<file path="config.mk">
export PLATFORM = sky130hd
export DESIGN_NAME = dmem_arbiter_flat
export DESIGN_NICKNAME = d
export VERILOG_FILES = /design/src/rtl/dmem_arbiter_pkg.sv /design/src/rtl/dmem_arbiter_if.sv /design/src/rtl/dmem_arbiter_rr_arbiter2.sv /design/src/rtl/dmem_arbiter.sv /design/src/flat_wrapper.sv
export SDC_FILE = /design/constraint.sdc
export NUM_CORES = 1
export LEC_CHECK = 0
export ABC_AREA = 1
export BUFFER_PORTS_ARGS = -buffer_cell sky130_fd_sc_hd__buf_2
export CAP_MARGIN = 20
export CELL_PAD_IN_SITES_DETAIL_PLACEMENT = 1
export CELL_PAD_IN_SITES_GLOBAL_PLACEMENT = 1
export CORE_MARGIN = 3
export CORE_UTILIZATION = 35
export CTS_BUF_LIST = sky130_fd_sc_hd__clkbuf_8
export DETAILED_ROUTE_END_ITERATION = 8
export GPL_TIMING_DRIVEN = 0
export HOLD_SLACK_MARGIN = 0.06
export PLACE_DENSITY = 0.94
export SLEW_MARGIN = 40
export SYNTH_ARGS = -nofsm -noshare
export SYNTH_HDL_FRONTEND = slang
export SYNTH_HIERARCHICAL = 1
export SYNTH_SLANG_ARGS = --single-unit
</file>
<file path="constraint.sdc">
create_clock -name CLK -period 4.47 [get_ports CLK]
set_clock_uncertainty 0.05 [all_clocks]
set_input_delay 0.2235 -clock CLK [delete_from_list [all_inputs] [get_ports CLK]]
set_output_delay 0.2235 -clock CLK [all_outputs]
set_load 0.02 [all_outputs]
</file>
<file path="src/rtl/dmem_arbiter_pkg.sv">
// Shared types and constants for the data-memory arbiter slice.
package dmem_pkg;

  localparam int DMEM_ADDR_WIDTH = 17;
  localparam int DMEM_DATA_WIDTH = 32;
  localparam int DMEM_CNT_WIDTH  = 3;

  typedef enum logic [1:0] {
    IDLE  = 2'd0,
    ISSUE = 2'd1,
    WAIT  = 2'd2,
    DONE  = 2'd3
  } dmem_state_t;

  typedef enum logic {
    OWN_CPU = 1'b0,
    OWN_LDR = 1'b1
  } dmem_owner_t;

  // The requester that did not win last time; used to break ties.
  function automatic dmem_owner_t other_owner(input dmem_owner_t own);
    dmem_owner_t res;
    if (own == OWN_CPU) begin
      res = OWN_LDR;
    end else begin
      res = OWN_CPU;
    end
    return res;
  endfunction

endpackage

</file>
<file path="src/rtl/dmem_arbiter_if.sv">
// Request/done handshake bundle between one requester and the arbiter.
interface dmem_arbiter_if;
  import dmem_pkg::*;

  logic                       req;
  logic                       we;
  logic [DMEM_DATA_WIDTH-1:0] addr;
  logic [DMEM_DATA_WIDTH-1:0] wdata;
  logic                       done;
  logic [DMEM_DATA_WIDTH-1:0] rdata;

  modport master (output req, we, addr, wdata, input done, rdata);
  modport slave  (input req, we, addr, wdata, output done, rdata);

endinterface

</file>
<file path="src/rtl/dmem_arbiter_rr_arbiter2.sv">
// Two-input round-robin arbiter: combinational grant, last winner
// remembered only when the grant is actually accepted.
module rr_arbiter2
  import dmem_pkg::*;
(
  input  logic        CLK,
  input  logic        reset,
  input  logic        req_cpu,
  input  logic        req_ldr,
  input  logic        accept,
  output dmem_owner_t grant,
  output logic        any_req
);

  dmem_owner_t last_grant_r;

  // Pick a winner; on a tie the requester that lost last time goes first.
  always_comb begin
    any_req = req_cpu | req_ldr;
    grant   = OWN_CPU;
    if (req_cpu && req_ldr) begin
      grant = other_owner(last_grant_r);
    end else if (req_ldr) begin
      grant = OWN_LDR;
    end else begin
      grant = OWN_CPU;
    end
  end

  // Remember the accepted winner; LDR after reset so the cpu wins the first tie.
  always_ff @(posedge CLK) begin
    if (reset) begin
      last_grant_r <= OWN_LDR;
    end else if (accept) begin
      last_grant_r <= grant;
    end else begin
      last_grant_r <= last_grant_r;
    end
  end

endmodule

</file>
<file path="src/rtl/dmem_arbiter.sv">
// Shares the single-port data memory between the pipeline memory stage
// and the UART loader, sequencing each access over the fixed read latency.
module dmem_arbiter
  import dmem_pkg::*;
#(
  parameter int ADDR_WIDTH  = DMEM_ADDR_WIDTH,
  parameter int MEM_LATENCY = 2
) (
  input  logic                       CLK,
  input  logic                       reset,
  dmem_arbiter_if.slave              cpu,
  dmem_arbiter_if.slave              ldr,
  output logic                       mem_en,
  output logic                       mem_we,
  output logic [ADDR_WIDTH-1:0]      mem_addr,
  output logic [DMEM_DATA_WIDTH-1:0] mem_wdata,
  input  logic [DMEM_DATA_WIDTH-1:0] mem_rdata
);

  localparam logic [DMEM_CNT_WIDTH-1:0] LAT_M1 = DMEM_CNT_WIDTH'(MEM_LATENCY - 1);
  localparam bit SINGLE_CYCLE = (MEM_LATENCY == 1);

  dmem_state_t                state_r, state_nx;
  logic [DMEM_CNT_WIDTH-1:0]  cnt_r, cnt_nx;
  dmem_owner_t                owner_r;
  dmem_owner_t                grant_s;
  logic                       any_req_s;
  logic                       accept_s;

  logic                       sel_we_s;
  logic [DMEM_DATA_WIDTH-1:0] sel_addr_s;
  logic [DMEM_DATA_WIDTH-1:0] sel_wdata_s;

  logic                       mem_en_r, mem_we_r;
  logic [ADDR_WIDTH-1:0]      mem_addr_r;
  logic [DMEM_DATA_WIDTH-1:0] mem_wdata_r;
  logic                       cpu_done_r, ldr_done_r;
  logic [DMEM_DATA_WIDTH-1:0] cpu_rdata_r, ldr_rdata_r;
  logic                       fin_cpu_s, fin_ldr_s;

  rr_arbiter2 u_rr (
    .CLK     (CLK),
    .reset   (reset),
    .req_cpu (cpu.req),
    .req_ldr (ldr.req),
    .accept  (accept_s),
    .grant   (grant_s),
    .any_req (any_req_s)
  );

  // Route the winning requester's transaction towards the memory latches.
  always_comb begin
    sel_we_s    = cpu.we;
    sel_addr_s  = cpu.addr;
    sel_wdata_s = cpu.wdata;
    if (grant_s == OWN_LDR) begin
      sel_we_s    = ldr.we;
      sel_addr_s  = ldr.addr;
      sel_wdata_s = ldr.wdata;
    end else begin
      sel_we_s    = cpu.we;
      sel_addr_s  = cpu.addr;
      sel_wdata_s = cpu.wdata;
    end
  end

  // Next-state logic: grant in IDLE, strobe in ISSUE, count out the latency.
  always_comb begin
    state_nx = state_r;
    cnt_nx   = cnt_r;
    accept_s = 1'b0;
    case (state_r)
      IDLE: begin
        if (any_req_s) begin
          accept_s = 1'b1;
          state_nx = ISSUE;
        end else begin
          state_nx = IDLE;
        end
      end
      ISSUE: begin
        cnt_nx = LAT_M1;
        if (SINGLE_CYCLE) begin
          state_nx = DONE;
        end else begin
          state_nx = WAIT;
        end
      end
      WAIT: begin
        if (cnt_r <= 3'd1) begin
          state_nx = DONE;
        end else begin
          cnt_nx   = cnt_r - 3'd1;
          state_nx = WAIT;
        end
      end
      DONE: begin
        state_nx = IDLE;
      end
      default: begin
        state_nx = IDLE;
      end
    endcase
  end

  // Which requester finishes at the coming edge (drives its done/rdata).
  always_comb begin
    fin_cpu_s = 1'b0;
    fin_ldr_s = 1'b0;
    if (state_nx == DONE) begin
      fin_cpu_s = (owner_r == OWN_CPU);
      fin_ldr_s = (owner_r == OWN_LDR);
    end else begin
      fin_cpu_s = 1'b0;
      fin_ldr_s = 1'b0;
    end
  end

  // State and latency counter registers.
  always_ff @(posedge CLK) begin
    if (reset) begin
      state_r <= IDLE;
      cnt_r   <= 3'd0;
    end else begin
      state_r <= state_nx;
      cnt_r   <= cnt_nx;
    end
  end

  // Registered outputs; the memory-side fields are latched at grant and
  // held until the next grant so they stay stable from ISSUE through DONE.
  always_ff @(posedge CLK) begin
    if (reset) begin
      owner_r     <= OWN_CPU;
      mem_en_r    <= 1'b0;
      mem_we_r    <= 1'b0;
      mem_addr_r  <= '0;
      mem_wdata_r <= 32'h0;
      cpu_done_r  <= 1'b0;
      ldr_done_r  <= 1'b0;
      cpu_rdata_r <= 32'h0;
      ldr_rdata_r <= 32'h0;
    end else begin
      mem_en_r   <= (state_nx == ISSUE);
      cpu_done_r <= fin_cpu_s;
      ldr_done_r <= fin_ldr_s;
      if (accept_s) begin
        owner_r     <= grant_s;
        mem_we_r    <= sel_we_s;
        mem_addr_r  <= sel_addr_s[ADDR_WIDTH+1:2];
        mem_wdata_r <= sel_wdata_s;
      end
      if (fin_cpu_s) begin
        cpu_rdata_r <= mem_rdata;
      end
      if (fin_ldr_s) begin
        ldr_rdata_r <= mem_rdata;
      end
    end
  end

  assign mem_en    = mem_en_r;
  assign mem_we    = mem_we_r;
  assign mem_addr  = mem_addr_r;
  assign mem_wdata = mem_wdata_r;
  assign cpu.done  = cpu_done_r;
  assign cpu.rdata = cpu_rdata_r;
  assign ldr.done  = ldr_done_r;
  assign ldr.rdata = ldr_rdata_r;

endmodule

</file>
<file path="src/flat_wrapper.sv">
// flat-port wrapper written by rule: the top's interface ports become plain ports
module dmem_arbiter_flat import dmem_pkg::*;
#(
  parameter int ADDR_WIDTH  = DMEM_ADDR_WIDTH,
  parameter int MEM_LATENCY = 2
)
  (CLK, reset, mem_en, mem_we, mem_addr, mem_wdata, mem_rdata, cpu_req, cpu_we, cpu_addr, cpu_wdata, cpu_done, cpu_rdata, ldr_req, ldr_we, ldr_addr, ldr_wdata, ldr_done, ldr_rdata);
  dmem_arbiter_if cpu_i ();
  dmem_arbiter_if ldr_i ();
  input  logic CLK;
  input  logic reset;
  output logic mem_en;
  output logic mem_we;
  output logic [ADDR_WIDTH-1:0] mem_addr;
  output logic [DMEM_DATA_WIDTH-1:0] mem_wdata;
  input  logic [DMEM_DATA_WIDTH-1:0] mem_rdata;
  input wire logic [$bits(cpu_i.req)-1:0] cpu_req;
  input wire logic [$bits(cpu_i.we)-1:0] cpu_we;
  input wire logic [$bits(cpu_i.addr)-1:0] cpu_addr;
  input wire logic [$bits(cpu_i.wdata)-1:0] cpu_wdata;
  output wire logic [$bits(cpu_i.done)-1:0] cpu_done;
  output wire logic [$bits(cpu_i.rdata)-1:0] cpu_rdata;
  input wire logic [$bits(ldr_i.req)-1:0] ldr_req;
  input wire logic [$bits(ldr_i.we)-1:0] ldr_we;
  input wire logic [$bits(ldr_i.addr)-1:0] ldr_addr;
  input wire logic [$bits(ldr_i.wdata)-1:0] ldr_wdata;
  output wire logic [$bits(ldr_i.done)-1:0] ldr_done;
  output wire logic [$bits(ldr_i.rdata)-1:0] ldr_rdata;
  assign cpu_i.req = cpu_req;
  assign cpu_i.we = cpu_we;
  assign cpu_i.addr = cpu_addr;
  assign cpu_i.wdata = cpu_wdata;
  assign cpu_done = cpu_i.done;
  assign cpu_rdata = cpu_i.rdata;
  assign ldr_i.req = ldr_req;
  assign ldr_i.we = ldr_we;
  assign ldr_i.addr = ldr_addr;
  assign ldr_i.wdata = ldr_wdata;
  assign ldr_done = ldr_i.done;
  assign ldr_rdata = ldr_i.rdata;
  dmem_arbiter #(.ADDR_WIDTH(ADDR_WIDTH), .MEM_LATENCY(MEM_LATENCY)) u_core (.CLK(CLK), .reset(reset), .cpu(cpu_i), .ldr(ldr_i), .mem_en(mem_en), .mem_we(mem_we), .mem_addr(mem_addr), .mem_wdata(mem_wdata), .mem_rdata(mem_rdata));
endmodule
</file>
==> metrics.cfg <==
[synthesis]
ys.flop_type = dfxtp_1
synth_top_family_by_area = simple AND/OR/NAND/NOR gates
synth-edff-count = 0
yosys.area_share.simple = 0.3142
netlist_area_mm2 = 0.006021
syn_nets = 1076
ys_warn_count = 6
syn_inst = 905
synth_fa_ha_area_frac = 0.01039
yosysUniqueCellTypes = 23
synth_xor_area_frac = 0
ys_ff_latch = 124
synth-compound-area-share = 0.07066
synth_seq_area_share = 0.4123
synth_mux_area_frac = 0
avgSynthCellArea_um2 = 6.653
async_reset_ff_frac = 0

[pwr]
total_power_uw = 4078
power_density_mw_per_mm2 = 500.7
power_leakage_uw = 0.004669
vdd_ir_drop_max_mv = 0.2246

[route]
antenna_left = 0
viasPerCell = 4.732
first_pass_iters = 4
drtIter0Drc = 178
drt-total-wl_mm = 21.86
drc = 0
routedWlPerCell_um = 15.39
num_vias = 6724

[clocking]
clock_latency_ps = 430
clk_path_buf_depth = 2
clkSinkCount = 124
clk_pin_slew_worst_paths_ps = 80
cts_setup_buffers = 0
cts_root_buffer = clkbuf_8
hold_buffers = 11
cts_buffers = 17
cts_resized = 0
cts_tree = yes
cts_max_level = 4

[sta]
finalSetupTns_ps = 0
holdWs_ps = 97.87
finalSetupViolations = 0
hold_viol_final = 0
fin_crit_ps = 2324
finalWorstSetupSlack_ps = 2146
worstMarginPinSlew_ps = 572.3
rsz0062_at_grt = no
maxSlewViolCount = 0
max_freq_mhz = 430.4
post-route-period-util = 0.5198
relSlewSlack = 0.6184

[die]
die_x_um = 137.2
initial_core_util = 0.3605
die_area_mm2 = 0.01881
top_level_ports = 283
die_y_um = 137.2
rows = 47
core_mm2 = 0.01670

[critical_path]
critical_path_required_ps = 4750
startpoint = ldr_req
worstPathArrival_ps = 2600
critPathMostFrequentCell = buf_2
cp_slowest_stage_delay_ps = 580
r2r-end = u_core/mem_wdata[26]$_SDFFE_PP0P_
crit_chain = dlygate4sd3_1 -> buf_2 -> or2_1 -> nand2_1 -> inv_1 -> buf_2 -> buf_2 -> nand3_1 -> dlygate4sd3_1 -> o211ai_1 -> inv_1
ff2ff_setup_slack_ps = 2230
cp_max_fo = 10
r2r_cells = 10
path_class = input pin to flip-flop
cp-endpoint = u_core/mem_wdata[26]$_SDFFE_PP0P_
cp-end-kind = flip-flop
slowest_stage = dlygate4sd3_1
start_kind = input pin
timing.rr.start = u_core/state_r[0]$_SDFF_PP0_

[place]
gp_congestion = 0.8412
hpwl_mm = 16.41
place_ws_ps = 2670
io_buffers = 252

[global_routing]
grt_max_degree = 17
antenna_found_initial = 0
first_global_vias = 7174
overflow = 0
grt_pass1_wl_mm = 34.35
grt_usage = 0.2314

[layout]
layout_commonest_cell = buf_2
final_cell_mix = buf_2 (266), nand2_1 (240), inv_1 (221), dfxtp_1 (124), nor2_1 (71)
drive_gt1_frac = 0.2667
area_growth_pct = 35.27
finish.utilization = 0.4876
final_nets = 1358

[status]
outcome = completed

[hold_path]
min_path_type = input pin to flip-flop

[flow_run]
cap_violations = 0

-- synth_stat cells, types with 2 or more instances --
cell,n,share of area
a21oi_1,4,0.0033
o21ai_0,3,0.0025
nor2_1,71,0.044
nand3_1,51,0.042
ha_1,5,0.010
o211ai_1,50,0.062
nand4_1,64,0.066
buf_1,12,0.0075
inv_2,3,0.0019
clkbuf_1,21,0.013
buf_6,5,0.0094
buf_4,9,0.011
nand3_4,2,0.0058
nand2_1,240,0.15
dfxtp_1,124,0.41
buf_2,14,0.012
inv_1,221,0.14
-- where the power goes --
group	total [uW]	switching (uW)	internal [uW]
combinational	1490	999	491
sequential	1410	110	1300
clock	1170	476	697
total	4080	1580	2490
-- registers in the layout (all words and copies together), names as in the netlist, 2 cells and up --
name	count
u_core/cnt_r	3
u_core/cpu.rdata	32
u_core/ldr.rdata	32
u_core/mem_wdata	32
u_core/mem_addr	17
u_core/state_r	2
-- cells by family after synthesis --
| group | Yosys count |
|---|---|
| simple gates | 432 |
| buf+inv | 285 |
| compound gates | 59 |
| flops | 124 |
| fa+ha+maj | 5 |
-- worst max-delay path: cells and delay by family --
family,cells,cell delay [ps]
buf+inv,7,1910
simple gates,3,370
compound gates,1,90
-- area by class of cell --
class	count	area, um^2
Antenna cell	1	2.502
Clock buffer	19	261.5
Inverter	224	840.8
Fill cell	2289	8557
Timing Repair Buffer	263	1371
Clock inverter	13	212.7
Tap cell	220	275.3
Buffer	61	317.8
Sequential cell	124	2482
Multi-Input combinational cell	496	2380
-- how the worst min path moves through the flow --
| stage | from | to | slack (ps) | cells after the start |
|---|---|---|---|---|
| floorplan | reset | u_core/cnt_r[1]$_SDFFE_PP0P_ | 240 | 1 |
| global placement | u_core/cnt_r[0]$_SDFFE_PP0P_ | u_core/cnt_r[0]$_SDFFE_PP0P_ | 420 | 2 |
| detailed placement | u_core/cnt_r[0]$_SDFFE_PP0P_ | u_core/cnt_r[0]$_SDFFE_PP0P_ | 430 | 2 |
| CTS | ldr_wdata[10] | u_core/mem_wdata[10]$_SDFFE_PP0P_ | 60 | 5 |
| global route | cpu_wdata[11] | u_core/mem_wdata[11]$_SDFFE_PP0P_ | 80 | 5 |
| finish | ldr_wdata[12] | u_core/mem_wdata[12]$_SDFFE_PP0P_ | 100 | 5 |
-- stage by stage --
step	std cells	area, um^2
floorplan	905	6021
global placement	1377	7557
detailed placement	1377	7557
CTS	1420	8142
global route	1420	8142
finish	1421	8144
-- per-layer routing --
metal,track usage,vias to the layer above,share of wire
li1,-,3315,-
met5,0,-,0
met4,0.07982,0,0.021
met2,0.4270,240,0.52
met1,0.2518,3134,0.39
met3,0.06544,35,0.071
No activity file was read; power rests on OpenSTA's default activity.
